$ cat src/rtl/div_unit.sv
// Iterative radix-2 restoring divider for RV32M DIV/DIVU/REM/REMU in Execute.
// Special cases (divide-by-zero, signed overflow) complete in the issue cycle; others take XLEN+2 cycles.
module div_unit #(
   parameter int unsigned XLEN = 32
) (
   input  logic            clk_i,
   input  logic            rst_ni,
   input  logic            start_i,
   input  logic [1:0]      op_i,
   input  logic [XLEN-1:0] operand_a_i,
   input  logic [XLEN-1:0] operand_b_i,
   input  logic            kill_i,
   input  logic            hold_i,
   output logic            stall_req_o,
   output logic            busy_o,
   output logic            done_o,
   output logic [XLEN-1:0] result_o
);

   localparam int unsigned CNT_W = $clog2(XLEN) + 1;

   typedef enum logic [1:0] {
      S_IDLE,
      S_BUSY,
      S_DONE
   } state_t;

   state_t            r_state;
   logic [CNT_W-1:0]  r_cnt;
   logic [XLEN-1:0]   r_rem;
   logic [XLEN-1:0]   r_quot;
   logic [XLEN-1:0]   r_div;
   logic [XLEN-1:0]   r_result;
   logic              r_rem_op;
   logic              r_neg_q;
   logic              r_neg_r;

   logic              w_signed_op;
   logic              w_div0;
   logic              w_ovf;
   logic              w_special;
   logic [XLEN-1:0]   w_special_res;
   logic [XLEN-1:0]   w_abs_a;
   logic [XLEN-1:0]   w_abs_b;
   logic [XLEN:0]     w_shift;
   logic [XLEN:0]     w_diff;
   logic              w_ge;
   logic [XLEN-1:0]   w_rem_nx;
   logic [XLEN-1:0]   w_quot_nx;
   logic [XLEN-1:0]   w_final;

   // Issue-cycle decode: op_i[0]=0 is a signed op, op_i[1]=1 selects the remainder.
   assign w_signed_op = ~op_i[0];
   assign w_div0      = (operand_b_i == '0);
   assign w_ovf       = w_signed_op
                        && (operand_a_i == {1'b1, {(XLEN-1){1'b0}}})
                        && (operand_b_i == '1);
   assign w_special   = w_div0 | w_ovf;

   always_comb begin
      w_special_res = '0;
      if (w_div0) begin
         w_special_res = op_i[1] ? operand_a_i : '1;
      end else begin
         w_special_res = op_i[1] ? '0 : operand_a_i;
      end
   end

   assign w_abs_a = (w_signed_op && operand_a_i[XLEN-1]) ? (~operand_a_i + 1'b1) : operand_a_i;
   assign w_abs_b = (w_signed_op && operand_b_i[XLEN-1]) ? (~operand_b_i + 1'b1) : operand_b_i;

   // One restoring step; the extra top bit makes the compare a plain borrow check.
   assign w_shift   = {r_rem, r_quot[XLEN-1]};
   assign w_diff    = w_shift - {1'b0, r_div};
   assign w_ge      = ~w_diff[XLEN];
   assign w_rem_nx  = w_ge ? w_diff[XLEN-1:0] : w_shift[XLEN-1:0];
   assign w_quot_nx = {r_quot[XLEN-2:0], w_ge};

   always_comb begin
      w_final = '0;
      if (r_rem_op) begin
         w_final = r_neg_r ? (~w_rem_nx + 1'b1) : w_rem_nx;
      end else begin
         w_final = r_neg_q ? (~w_quot_nx + 1'b1) : w_quot_nx;
      end
   end

   always_ff @(posedge clk_i or negedge rst_ni) begin
      if (!rst_ni) begin
         r_state  <= S_IDLE;
         r_cnt    <= '0;
         r_rem    <= '0;
         r_quot   <= '0;
         r_div    <= '0;
         r_result <= '0;
         r_rem_op <= 1'b0;
         r_neg_q  <= 1'b0;
         r_neg_r  <= 1'b0;
      end else begin
         case (r_state)
            S_IDLE: begin
               if (!kill_i && start_i && !w_special) begin
                  r_quot   <= w_abs_a;
                  r_div    <= w_abs_b;
                  r_rem    <= '0;
                  r_cnt    <= '0;
                  r_rem_op <= op_i[1];
                  r_neg_q  <= w_signed_op & (operand_a_i[XLEN-1] ^ operand_b_i[XLEN-1]);
                  r_neg_r  <= w_signed_op & operand_a_i[XLEN-1];
                  r_state  <= S_BUSY;
               end
            end
            S_BUSY: begin
               if (kill_i) begin
                  r_state <= S_IDLE;
               end else begin
                  r_rem  <= w_rem_nx;
                  r_quot <= w_quot_nx;
                  r_cnt  <= r_cnt + 1'b1;
                  // Sign correction is folded into the last iteration so DONE drives a plain register.
                  if (r_cnt == CNT_W'(XLEN - 1)) begin
                     r_result <= w_final;
                     r_state  <= S_DONE;
                  end
               end
            end
            S_DONE: begin
               if (kill_i || !hold_i) begin
                  r_state <= S_IDLE;
               end
            end
            default: r_state <= S_IDLE;
         endcase
      end
   end

   always_comb begin
      stall_req_o = 1'b0;
      busy_o      = 1'b0;
      done_o      = 1'b0;
      result_o    = '0;
      case (r_state)
         S_IDLE: begin
            if (!kill_i && start_i) begin
               if (w_special) begin
                  done_o   = 1'b1;
                  result_o = w_special_res;
               end else begin
                  stall_req_o = 1'b1;
               end
            end
         end
         S_BUSY: begin
            busy_o      = 1'b1;
            stall_req_o = ~kill_i;
         end
         S_DONE: begin
            busy_o = 1'b1;
            if (!kill_i) begin
               done_o   = 1'b1;
               result_o = r_result;
            end
         end
         default: begin
            busy_o = 1'b0;
         end
      endcase
   end

endmodule

$ cat config.mk
export PLATFORM = sky130hd
export DESIGN_NAME = div_unit
export DESIGN_NICKNAME = d
export VERILOG_FILES = /design/src/rtl/div_unit.sv
export SDC_FILE = /design/constraint.sdc
export NUM_CORES = 1
export LEC_CHECK = 0
export BUFFER_PORTS_ARGS = -buffer_cell sky130_fd_sc_hd__buf_2
export CORE_ASPECT_RATIO = 0.9
export CORE_MARGIN = 3
export CORE_UTILIZATION = 56
export DETAILED_ROUTE_END_ITERATION = 6
export PLACE_DENSITY = 0.88
export SLEW_MARGIN = 40
export SYNTH_ARGS = -nofsm -noshare
export SYNTH_HDL_FRONTEND = slang
export SYNTH_SLANG_ARGS = --single-unit
$ cat constraint.sdc
create_clock -name clk_i -period 5 [get_ports clk_i]
set_input_delay 0.5 -clock clk_i [delete_from_list [all_inputs] [get_ports clk_i]]
set_output_delay 0.5 -clock clk_i [all_outputs]
set_load 0.05 [all_outputs]
==> run metrics <==
diodes inserted 0; drc violations 0; placed instance area 0.0127 sq mm; total grt overflow 0; Final ANT Viol Nets 0; Fill cells 1812; vias in the first global route 11400; outcome finished, final reports clean; met3 usage 7.91%; M1 GR Usage a little under half; Worst Tran Pin Value ~0.86 ns; most frequent cells in the layout nand2_1 (192), o21ai_0 (167), nor2_1 (149); grt peak-use layer met2; port bufs 105; Crit. Startpoint operand_b_i[20]; Pins Over Slew Limit 0; worst hold stages 3; GP Congestion 0.975; reg2reg start r_rem[6]$_DFFE_PN0P_; Detail Placement HPWL around 30 mm; CP Class primary input to output port; Worst R2R Path Depth 19; GRT met2 Usage a little over half; Placeable Area 0.0209 sq mm; I/O Pins 106; total track usage between 30% and 40%; final worst path period need 4.82 ns; CP Launch Type primary input; Tcrit/Tclk final slightly below 100%; worst vdd ir 0.451 mV; CP arrival 4.32 ns; Ys Warns 0; syn_nets between 1500 and 2000; PwrDens 523 mW/mm^2; multi-input combinational cell area between 0.007 and 0.008 sq mm; syn_area_per_cell just under 8 sq um; final hold slack 0.334 ns; FF-to-FF End r_result[22]$_DFFE_PN0P_; Worst Skew 0.0102 ns; clock slew at reported path FFs 0.06 ns; CTS tree built; Initial DRT Pass Iterations 6; Leakage 5.71 nW; vias post-DR between 10000 and 15000; Cells after Synth 1558; worst-path maximum fanout 28; Hold Crit Class primary input to register; WL/cell 20.3 microns; Nets 1739; Skew-Pair Late Insertion Delay 0.43 ns; row cnt 50; worst hold start op_i[1]; first-pass GRT wire length between 60 and 70 mm; largest net degree at the start of global routing 104; FMAX about 0.21 GHz; Initial Util 57.3%; register bit total from synthesis 139; vias per cell roughly 6.5; Max-Cap Viols 0; CTS root buf clkbuf_16; CTS Buf Count 17; Post-CTS Repair Setup Buffers 0; Area growth, synth to finish 11.0%; # setup viols final 0; sequential element share of the synthesized area 29.0%; Post-synth top flop dfrtp_1; max_slew headroom 42.5%; CP endpoint kind output port; number of flops mapped to enable cells by yosys 0; final hold violation count 0; DR iter-0 viols 1602; Critical Path RT 4.50 ns; Die Y 145 microns; Die Wd 160 microns; most common cell after layout, fill and taps aside nand2_1; R2R setup slack between 0.2 and 0.3 ns; synth unique cells about 80; Sequential cell area ~0.0035 sq mm; H-tree level count 4; worst hold path endpoint r_rem_op$_DFFE_PN0P_; Async SR Flop Fraction 100%; final WL 39.0 mm; synthesized area roughly 0.012 sq mm; layout cells sized above 1 15.1%; clock sink count 139; die area 0.0232 sq mm; post-route cell area roughly 0.013 sq mm; antenna violations before repair 0; Max Root-Sink Buffers 2
report_power, final:
group | switching [mW] | leakage [nW] | internal (mW)
combinational | 2.55 | 3.62 | 1.41
clock | 0.567 | 0.270 | 0.652
sequential | 0.360 | 1.83 | 1.41
kinds of logic (layout without fill, tap and decap cells):
logic type,Yosys count,count (layout),share of synthesized area [%]
simple gates,552,552,21.6
compound gates,514,514,26.5
flops,139,139,29.0
buf+inv,137,218,5.06
xor+xnor,130,130,9.50
mux,44,44,3.84
fa+ha+maj,42,42,4.45
layout make-up:
cell class | instances | area share, %
multi-input combinational | 1282 | 59.6
inverter | 54 | 1.52
sequential | 139 | 26.2
clock buffer | 17 | 3.20
timing repair buffer | 132 | 5.82
tap | 286 | 2.69
clock inverter | 15 | 0.951
repair_timing:
item                                    in CTS  in global routing
hold buffers                                 0                  1
gates resized for setup                      0                  3
hold endpoints to repair                     0                 28
endpoints found under the setup margin       0                  4
worst max-delay path, cell delays in order:
cell and delay, ns:
buf_2 0.15, or4_4 0.55, or3_1 0.36, or3_4 0.37, or4_4 0.44, or4_4 0.56, a21o_1 0.19, a21o_2 0.46
buf_4 0.29, o21ai_2 0.13, buf_2 0.28
flip-flops by register name, indices dropped and copies added (netlist names):
signal	count
r_cnt	6
r_div	32
r_neg_q	1
r_neg_r	1
r_quot	32
r_rem	32
r_rem_op	1
r_result	32
r_state	2
worst max-delay path by stage:
stage	end	slack, ns
6_report	result_o[13]	0.18
5_1_grt	r_result[22]$_DFFE_PN0P_	-0.003
4_1_cts	result_o[13]	0.21
3_5_place_dp	result_o[13]	0.22
3_3_place_gp	result_o[0]	0.32
2_1_floorplan	r_result[22]$_DFFE_PN0P_	0.31
cells in the mapped netlist (11+ instances only):
cell type	count	area, sq um
nor2_1	151	567
inv_1	53	199
xnor2_1	59	517
buf_2	13	65.1
o31ai_1	30	225
o21ai_0	167	836
a21o_1	17	128
clkbuf_1	52	195
nor4_1	15	93.8
o41ai_1	11	96.3
xor2_1	71	622
mux2_2	14	158
nand2_1	192	721
or3_1	28	175
nand2b_1	13	81.3
a31oi_1	14	87.6
a21oi_1	133	666
ha_1	41	513
o21ai_1	28	140
nor3_1	29	145
mux2i_1	28	280
nand3_1	42	210
dfrtp_1	139	3480
and3_1	11	68.8
o21ai_2	38	333
nand4_1	20	125
layer usage:
metal | routed length, microns | up-vias | share of wire, %
met5 | 0 | - | 0
met4 | 1170 | 0 | 3.0
met3 | 4020 | 113 | 10
met2 | 17500 | 757 | 45
met1 | 16300 | 5916 | 42
li1 | - | 5714 | -
per-stage QoR:
step	utilization [%]	TNS [ns]	power [mW]	cells	worst slack, ns
2_1_floorplan	-	0	4.61	1558	0.306
3_3_place_gp	60.7	0	5.49	1891	0.319
3_5_place_dp	60.7	0	5.58	1891	0.218
4_1_cts	63.4	0	6.82	1923	0.208
5_1_grt	63.6	-0.00275	7.40	1925	-0.00275
6_report	63.6	0	6.95	1925	0.185
No activity file was read; power rests on OpenSTA's default activity.
